`src/rtl/instr_fetch_unit_if.sv`:
```
// Instruction-memory fetch port: request/address out, ready/data back.
// The fetch unit uses the master side; the memory model uses the slave side.
interface instr_fetch_unit_if;
  logic        imem_req;
  logic [31:0] imem_addr;
  logic        imem_ready;
  logic [31:0] imem_rdata;

  modport master (
    output imem_req,
    output imem_addr,
    input  imem_ready,
    input  imem_rdata
  );

  modport slave (
    input  imem_req,
    input  imem_addr,
    output imem_ready,
    output imem_rdata
  );
endinterface

```
`src/rtl/instr_fetch_unit.sv`:
```
// Fetch stage of the single-cycle RISC-V core: owns the PC, fetches one word per
// retirement, resolves next PC from branch/jump feedback and halts on system ops.
module instr_fetch_unit #(
  parameter logic [31:0] RESET_PC  = 32'h0000_0000,
  parameter logic [31:0] NOP_INSTR = 32'h0000_0013
) (
  input  logic                      clk,
  input  logic                      rst,
  instr_fetch_unit_if.master        imem,
  output logic [31:0]               instruction,
  output logic                      instr_valid,
  output logic [31:0]               pc,
  output logic [31:0]               pc_plus4,
  input  logic                      retire,
  input  logic                      branch_taken,
  input  logic [31:0]               branch_target,
  input  logic                      pc_select,
  input  logic [31:0]               jump_target,
  output logic                      halted,
  output logic                      trap
);

  localparam logic [1:0] ST_RESET = 2'd0;
  localparam logic [1:0] ST_FETCH = 2'd1;
  localparam logic [1:0] ST_HOLD  = 2'd2;
  localparam logic [1:0] ST_HALT  = 2'd3;

  logic [1:0]  state_q, state_d;
  logic [31:0] pc_q, pc_d;
  logic [31:0] instr_q, instr_d;
  logic        halted_q, halted_d;
  logic        trap_q, trap_d;
  logic [31:0] pc_plus4_s;
  logic [31:0] target_s;

  // MISC-MEM (FENCE/PAUSE) and SYSTEM (ECALL/EBREAK) stop the core
  function automatic logic is_halt_opcode(input logic [4:0] op);
    return (op == 5'b00011) || (op == 5'b11100);
  endfunction

  assign pc_plus4_s = pc_q + 32'd4;

  // Next-PC selection: jump beats branch beats sequential
  always_comb begin
    target_s = pc_plus4_s;
    if (pc_select) begin
      target_s = {jump_target[31:1], 1'b0};
    end else if (branch_taken) begin
      target_s = branch_target;
    end else begin
      target_s = pc_plus4_s;
    end
  end

  // Fetch/hold/halt sequencing and architectural state updates
  always_comb begin
    state_d  = state_q;
    pc_d     = pc_q;
    instr_d  = instr_q;
    halted_d = halted_q;
    trap_d   = trap_q;
    case (state_q)
      ST_RESET: begin
        state_d = ST_FETCH;
      end
      ST_FETCH: begin
        if (imem.imem_ready) begin
          instr_d = imem.imem_rdata;
          state_d = ST_HOLD;
        end else begin
          state_d = ST_FETCH;
        end
      end
      ST_HOLD: begin
        if (retire) begin
          if (is_halt_opcode(instr_q[6:2])) begin
            state_d  = ST_HALT;
            halted_d = 1'b1;
          end else if (target_s[1]) begin
            // pc stays on the faulting instruction for post-mortem
            state_d  = ST_HALT;
            halted_d = 1'b1;
            trap_d   = 1'b1;
          end else begin
            pc_d    = target_s;
            state_d = ST_FETCH;
          end
        end else begin
          state_d = ST_HOLD;
        end
      end
      ST_HALT: begin
        state_d = ST_HALT;
      end
      default: begin
        state_d = ST_FETCH;
      end
    endcase
  end

  // State registers with asynchronous active-low reset
  always_ff @(posedge clk or negedge rst) begin
    if (!rst) begin
      state_q  <= ST_FETCH;
      pc_q     <= RESET_PC;
      instr_q  <= NOP_INSTR;
      halted_q <= 1'b0;
      trap_q   <= 1'b0;
    end else begin
      state_q  <= state_d;
      pc_q     <= pc_d;
      instr_q  <= instr_d;
      halted_q <= halted_d;
      trap_q   <= trap_d;
    end
  end

  // Request is gated by reset so it drops immediately when reset asserts
  assign imem.imem_req  = rst & (state_q == ST_FETCH);
  assign imem.imem_addr = pc_q;
  assign instruction    = instr_q;
  assign instr_valid    = (state_q == ST_HOLD);
  assign pc             = pc_q;
  assign pc_plus4       = pc_plus4_s;
  assign halted         = halted_q;
  assign trap           = trap_q;

endmodule

```
`src/flat_wrapper.sv`:
```
// flat-port wrapper written by rule: the top's interface ports become plain ports
module instr_fetch_unit_flat 
#(
  parameter logic [31:0] RESET_PC  = 32'h0000_0000,
  parameter logic [31:0] NOP_INSTR = 32'h0000_0013
)
  (clk, rst, instruction, instr_valid, pc, pc_plus4, retire, branch_taken, branch_target, pc_select, jump_target, halted, trap, imem_imem_req, imem_imem_addr, imem_imem_ready, imem_imem_rdata);
  instr_fetch_unit_if imem_i ();
  input  logic clk;
  input  logic rst;
  output logic [31:0] instruction;
  output logic instr_valid;
  output logic [31:0] pc;
  output logic [31:0] pc_plus4;
  input  logic retire;
  input  logic branch_taken;
  input  logic [31:0] branch_target;
  input  logic pc_select;
  input  logic [31:0] jump_target;
  output logic halted;
  output logic trap;
  output wire logic [$bits(imem_i.imem_req)-1:0] imem_imem_req;
  output wire logic [$bits(imem_i.imem_addr)-1:0] imem_imem_addr;
  input wire logic [$bits(imem_i.imem_ready)-1:0] imem_imem_ready;
  input wire logic [$bits(imem_i.imem_rdata)-1:0] imem_imem_rdata;
  assign imem_imem_req = imem_i.imem_req;
  assign imem_imem_addr = imem_i.imem_addr;
  assign imem_i.imem_ready = imem_imem_ready;
  assign imem_i.imem_rdata = imem_imem_rdata;
  instr_fetch_unit #(.RESET_PC(RESET_PC), .NOP_INSTR(NOP_INSTR)) u_core (.clk(clk), .rst(rst), .imem(imem_i), .instruction(instruction), .instr_valid(instr_valid), .pc(pc), .pc_plus4(pc_plus4), .retire(retire), .branch_taken(branch_taken), .branch_target(branch_target), .pc_select(pc_select), .jump_target(jump_target), .halted(halted), .trap(trap));
endmodule
```
`config.mk`:
```
export PLATFORM = sky130hd
export DESIGN_NAME = instr_fetch_unit_flat
export DESIGN_NICKNAME = d
export VERILOG_FILES = /design/src/rtl/instr_fetch_unit_if.sv /design/src/rtl/instr_fetch_unit.sv /design/src/flat_wrapper.sv
export SDC_FILE = /design/constraint.sdc
export NUM_CORES = 1
export LEC_CHECK = 0
export BUFFER_PORTS_ARGS = -buffer_cell sky130_fd_sc_hd__buf_2
export CORE_MARGIN = 8
export CORE_UTILIZATION = 46
export CTS_BUF_LIST = sky130_fd_sc_hd__clkbuf_4
export DETAILED_ROUTE_END_ITERATION = 10
export PLACE_DENSITY = 0.86
export SETUP_SLACK_MARGIN = 0.2
export SLEW_MARGIN = 10
export SYNTH_ARGS = -nofsm -noshare
export SYNTH_HDL_FRONTEND = slang
export SYNTH_SLANG_ARGS = --single-unit
```
`constraint.sdc`:
```
create_clock -name clk -period 2.35 [get_ports clk]
set_input_delay 0.47 -clock clk [delete_from_list [all_inputs] [get_ports clk]]
set_output_delay 0.47 -clock clk [all_outputs]
set_load 0.01 [all_outputs]
```
==> impl_metrics.json <==
{
  "status": "finished with violations",
  "violations": "setup timing",
  "ys.flop_type": "dfrtp_1",
  "synth_seq_cells": 67,
  "slew_viol_final": 0,
  "die_w_um": 111,
  "multiInputGateArea_um2": 2320,
  "hold_path.startpoint": "imem_imem_rdata[24]",
  "fin_util_pct": 70.9,
  "dp_worst_setup_slack_ns": 0.103,
  "die_h_um": 111,
  "ctsHoldBuffers": 0,
  "hp-class": "input port to register",
  "synthCells": 424,
  "die_area_um2": 12300,
  "setup_ws_ns": -0.200,
  "avgRoutedWirePerCell_um": 20.2,
  "nets": 784,
  "initial_core_util_pct": 47.5,
  "grt_pass1_wl_um": 24100,
  "avgSynthCellArea_um2": 9.78,
  "drive_above_1_share_pct": 59.6,
  "place_congestion": 0.864,
  "min_period_ns": 2.55,
  "synth_top_cell_area_share_pct": 38.0,
  "drt_iter0_drc": 379,
  "cts_buffer_depth": 2,
  "end_kind": "primary output",
  "port_buffers": 229,
  "cp_common_cell": "buf_6",
  "crit_arrival_ns": 2.08,
  "finalSetupViolations": 18,
  "seq_area_um2": 1690,
  "drtPass1Iterations": 5,
  "max_cap_violations": 0,
  "skew_ns": 0.0221,
  "fin_crit_sh_pct": 109,
  "antenna_found_initial": 2,
  "vias": 4508,
  "r2r_start": "u_core.imem.imem_addr[8]",
  "fmax_mhz": 392,
  "core_um2": 8720,
  "leakage_nw": 3.18,
  "cp_data_required_time_ns": 1.88,
  "tightest_slew_ns": 0.859,
  "reg2reg_depth": 7,
  "holdPathEnd": "u_core.instruction[24]",
  "slew_headroom_pct": 42.7,
  "rsz0062_at_grt": "yes",
  "reg2reg_slack_ns": 0.39,
  "finalHoldWorstSlack_ns": 0.290,
  "grt_use_total_pct": 23.7,
  "grt_max_degree": 68,
  "hpwl_um": 11200,
  "powerDensity_nw_per_um2": 1190,
  "drc_errors": 0,
  "synth_cell_types": 54,
  "numCtsBuffers": 9,
  "crit_slowest_cell": "dfrtp_1",
  "routed_wl_um": 16100,
  "r2r-end": "u_core.imem.imem_addr[23]",
  "hold_viol": 0,
  "startpoint_type": "register",
  "holdPathStages": 2,
  "ys_warn_count": 0,
  "cts_root_buf": "clkbuf_4",
  "antenna_left": 0,
  "ys_seq_area_share_pct": 40.6,
  "gr-total-overflow": 0,
  "syn2layout_area_growth_pct": 49.1,
  "ios": 234,
  "finalSetupTns_ns": -2.22,
  "clock_sinks": 67,
  "h-tree-depth": 3,
  "fillers": 598,
  "yosys-top-cells-area": "dfrtp_1 38%, mux2_2 8.7%, buf_4 6.3%",
  "num_rows": 34,
  "cpPeakStageDelay_ns": 0.43,
  "layout_commonest_cell": "buf_2",
  "crit_fanout": 4,
  "cts_tree": "done",
  "final_cell_mix": "228 x buf_2, 62 x buf_4, 57 x dfrtp_1",
  "yosys.area.top_type": "dfrtp_1",
  "insertion_delay_ns": 0.40,
  "synth_area_um2": 4150,
  "async_flop_share_pct": 100,
  "clk_pin_slew_ns": 0.14,
  "critPathKind": "register to primary output",
  "viasPerCell": 5.66,
  "grt_pass1_vias": 4727,
  "worst_ir_drop_vdd_v": 0.000749,
  "synth-edff-count": 0,
  "path_cells": "nand3_4 -> nor4_4 -> buf_6 -> buf_6 -> and4_4 -> xor2_1 -> buf_2"
}
-- final cells by class --
class                           count  share of cell area (%)
Multi-Input combinational cell    281                    37.6
Timing Repair Buffer              306                    29.2
Sequential cell                    67                    27.3
Tap cell                          108                    2.19
Clock inverter                      7                    1.60
Clock buffer                        9                    1.09
Inverter                           16                   0.972
Antenna cell                        2                  0.0810
-- sequential cells by signal (all words and copies together), names as in the netlist --
signal / cells
u_core.instruction: 32
u_core.imem.imem_addr: 31
u_core.state_q: 2
u_core.halted: 1
u_core.trap: 1
-- logic make-up (layout without fill, tap and decap cells) --
logic type               count (synthesis)  in the layout  synth area share, %
adder cells (fa/ha/maj)                  1              1                0.302
multiplexers                            37             37                 9.90
other                                    1              5               0.0905
flip-flops                              67             67                 40.6
AO/OA/AOI/OAI                          116            116                 18.5
buffers and inverters                   78            338                 10.7
AND/OR/NAND/NOR                         96             96                 14.1
XOR/XNOR                                28             28                 5.92
-- worst max path at each step --
stage,startpoint,endpoint,slack (ns),cells past startpoint
after floorplan,u_core.imem.imem_addr[2],pc_plus4[30],0.23,7
after global placement,u_core.imem.imem_addr[3],pc_plus4[30],0.14,8
after detailed placement,u_core.imem.imem_addr[3],pc_plus4[30],0.10,8
after CTS,u_core.imem.imem_addr[17],pc_plus4[30],-0.17,7
after global routing,u_core.imem.imem_addr[12],pc_plus4[30],-0.29,7
final,u_core.imem.imem_addr[11],pc_plus4[27],-0.20,7
-- critical path, delay by kind of cell, from the launching register on --
kind	cells	cell delay [ns]
xor gates and xnor gates	1	0.17
buffers and inverters	3	0.45
and+or+nand+nor	3	0.62
DFF	1	0.43
-- cell usage after synthesis, drive strengths merged (2+ instances only) --
cell type and count:
o31ai 2, o211ai 2, nand3 12, o22ai 9, a21oi 24, a221oi 2
nand4 10, a31oi 4, o31a 10, a2bb2oi 2, a21o 3, clkbuf 17
nor4bb 2, and2 4, nor2 23, mux2 32, o21ai 32, inv 16
nor3 4, a22oi 10, and4 3, mux2i 5, nor4 3, o2bb2ai 2
nor2b 5, buf 45, a222oi 7, nand2 14, dfstp 4, xnor2 14
xor2 14, and3 12, dfrtp 63
-- repair_timing --
item | in CTS | in global routing
hold endpoints to repair | 0 | 0
gates resized for setup | 36 | 35
pin swaps | 24 | 20
endpoints found under the setup margin | 25 | 26
gates cloned | 0 | 0
buffers inserted | 25 | 18
-- metal layers --
metal	routed length [um]	vias up	track usage (%)
met4	450	0	9.46
met1	5800	2148	25.3
met3	1810	38	9.58
met5	0	-	0
li1	-	2018	-
met2	8020	304	40.6
-- where the power goes --
part	internal, mW	switching [mW]
combinational	1.92	2.20
sequential	1.76	0.558
clock	0.439	0.461
total	4.11	3.22
-- per-stage QoR --
| stage | total power, mW | instances | area (um^2) |
|---|---|---|---|
| final | 7.33 | 796 | 6180 |
| after global routing | 7.80 | 796 | 6180 |
| after CTS | 7.07 | 776 | 5860 |
| after detailed placement | 5.97 | 735 | 5340 |
| after global placement | 5.83 | 735 | 5340 |
| after floorplan | 4.45 | 426 | 4170 |
No activity file was read; power rests on OpenSTA's default activity.
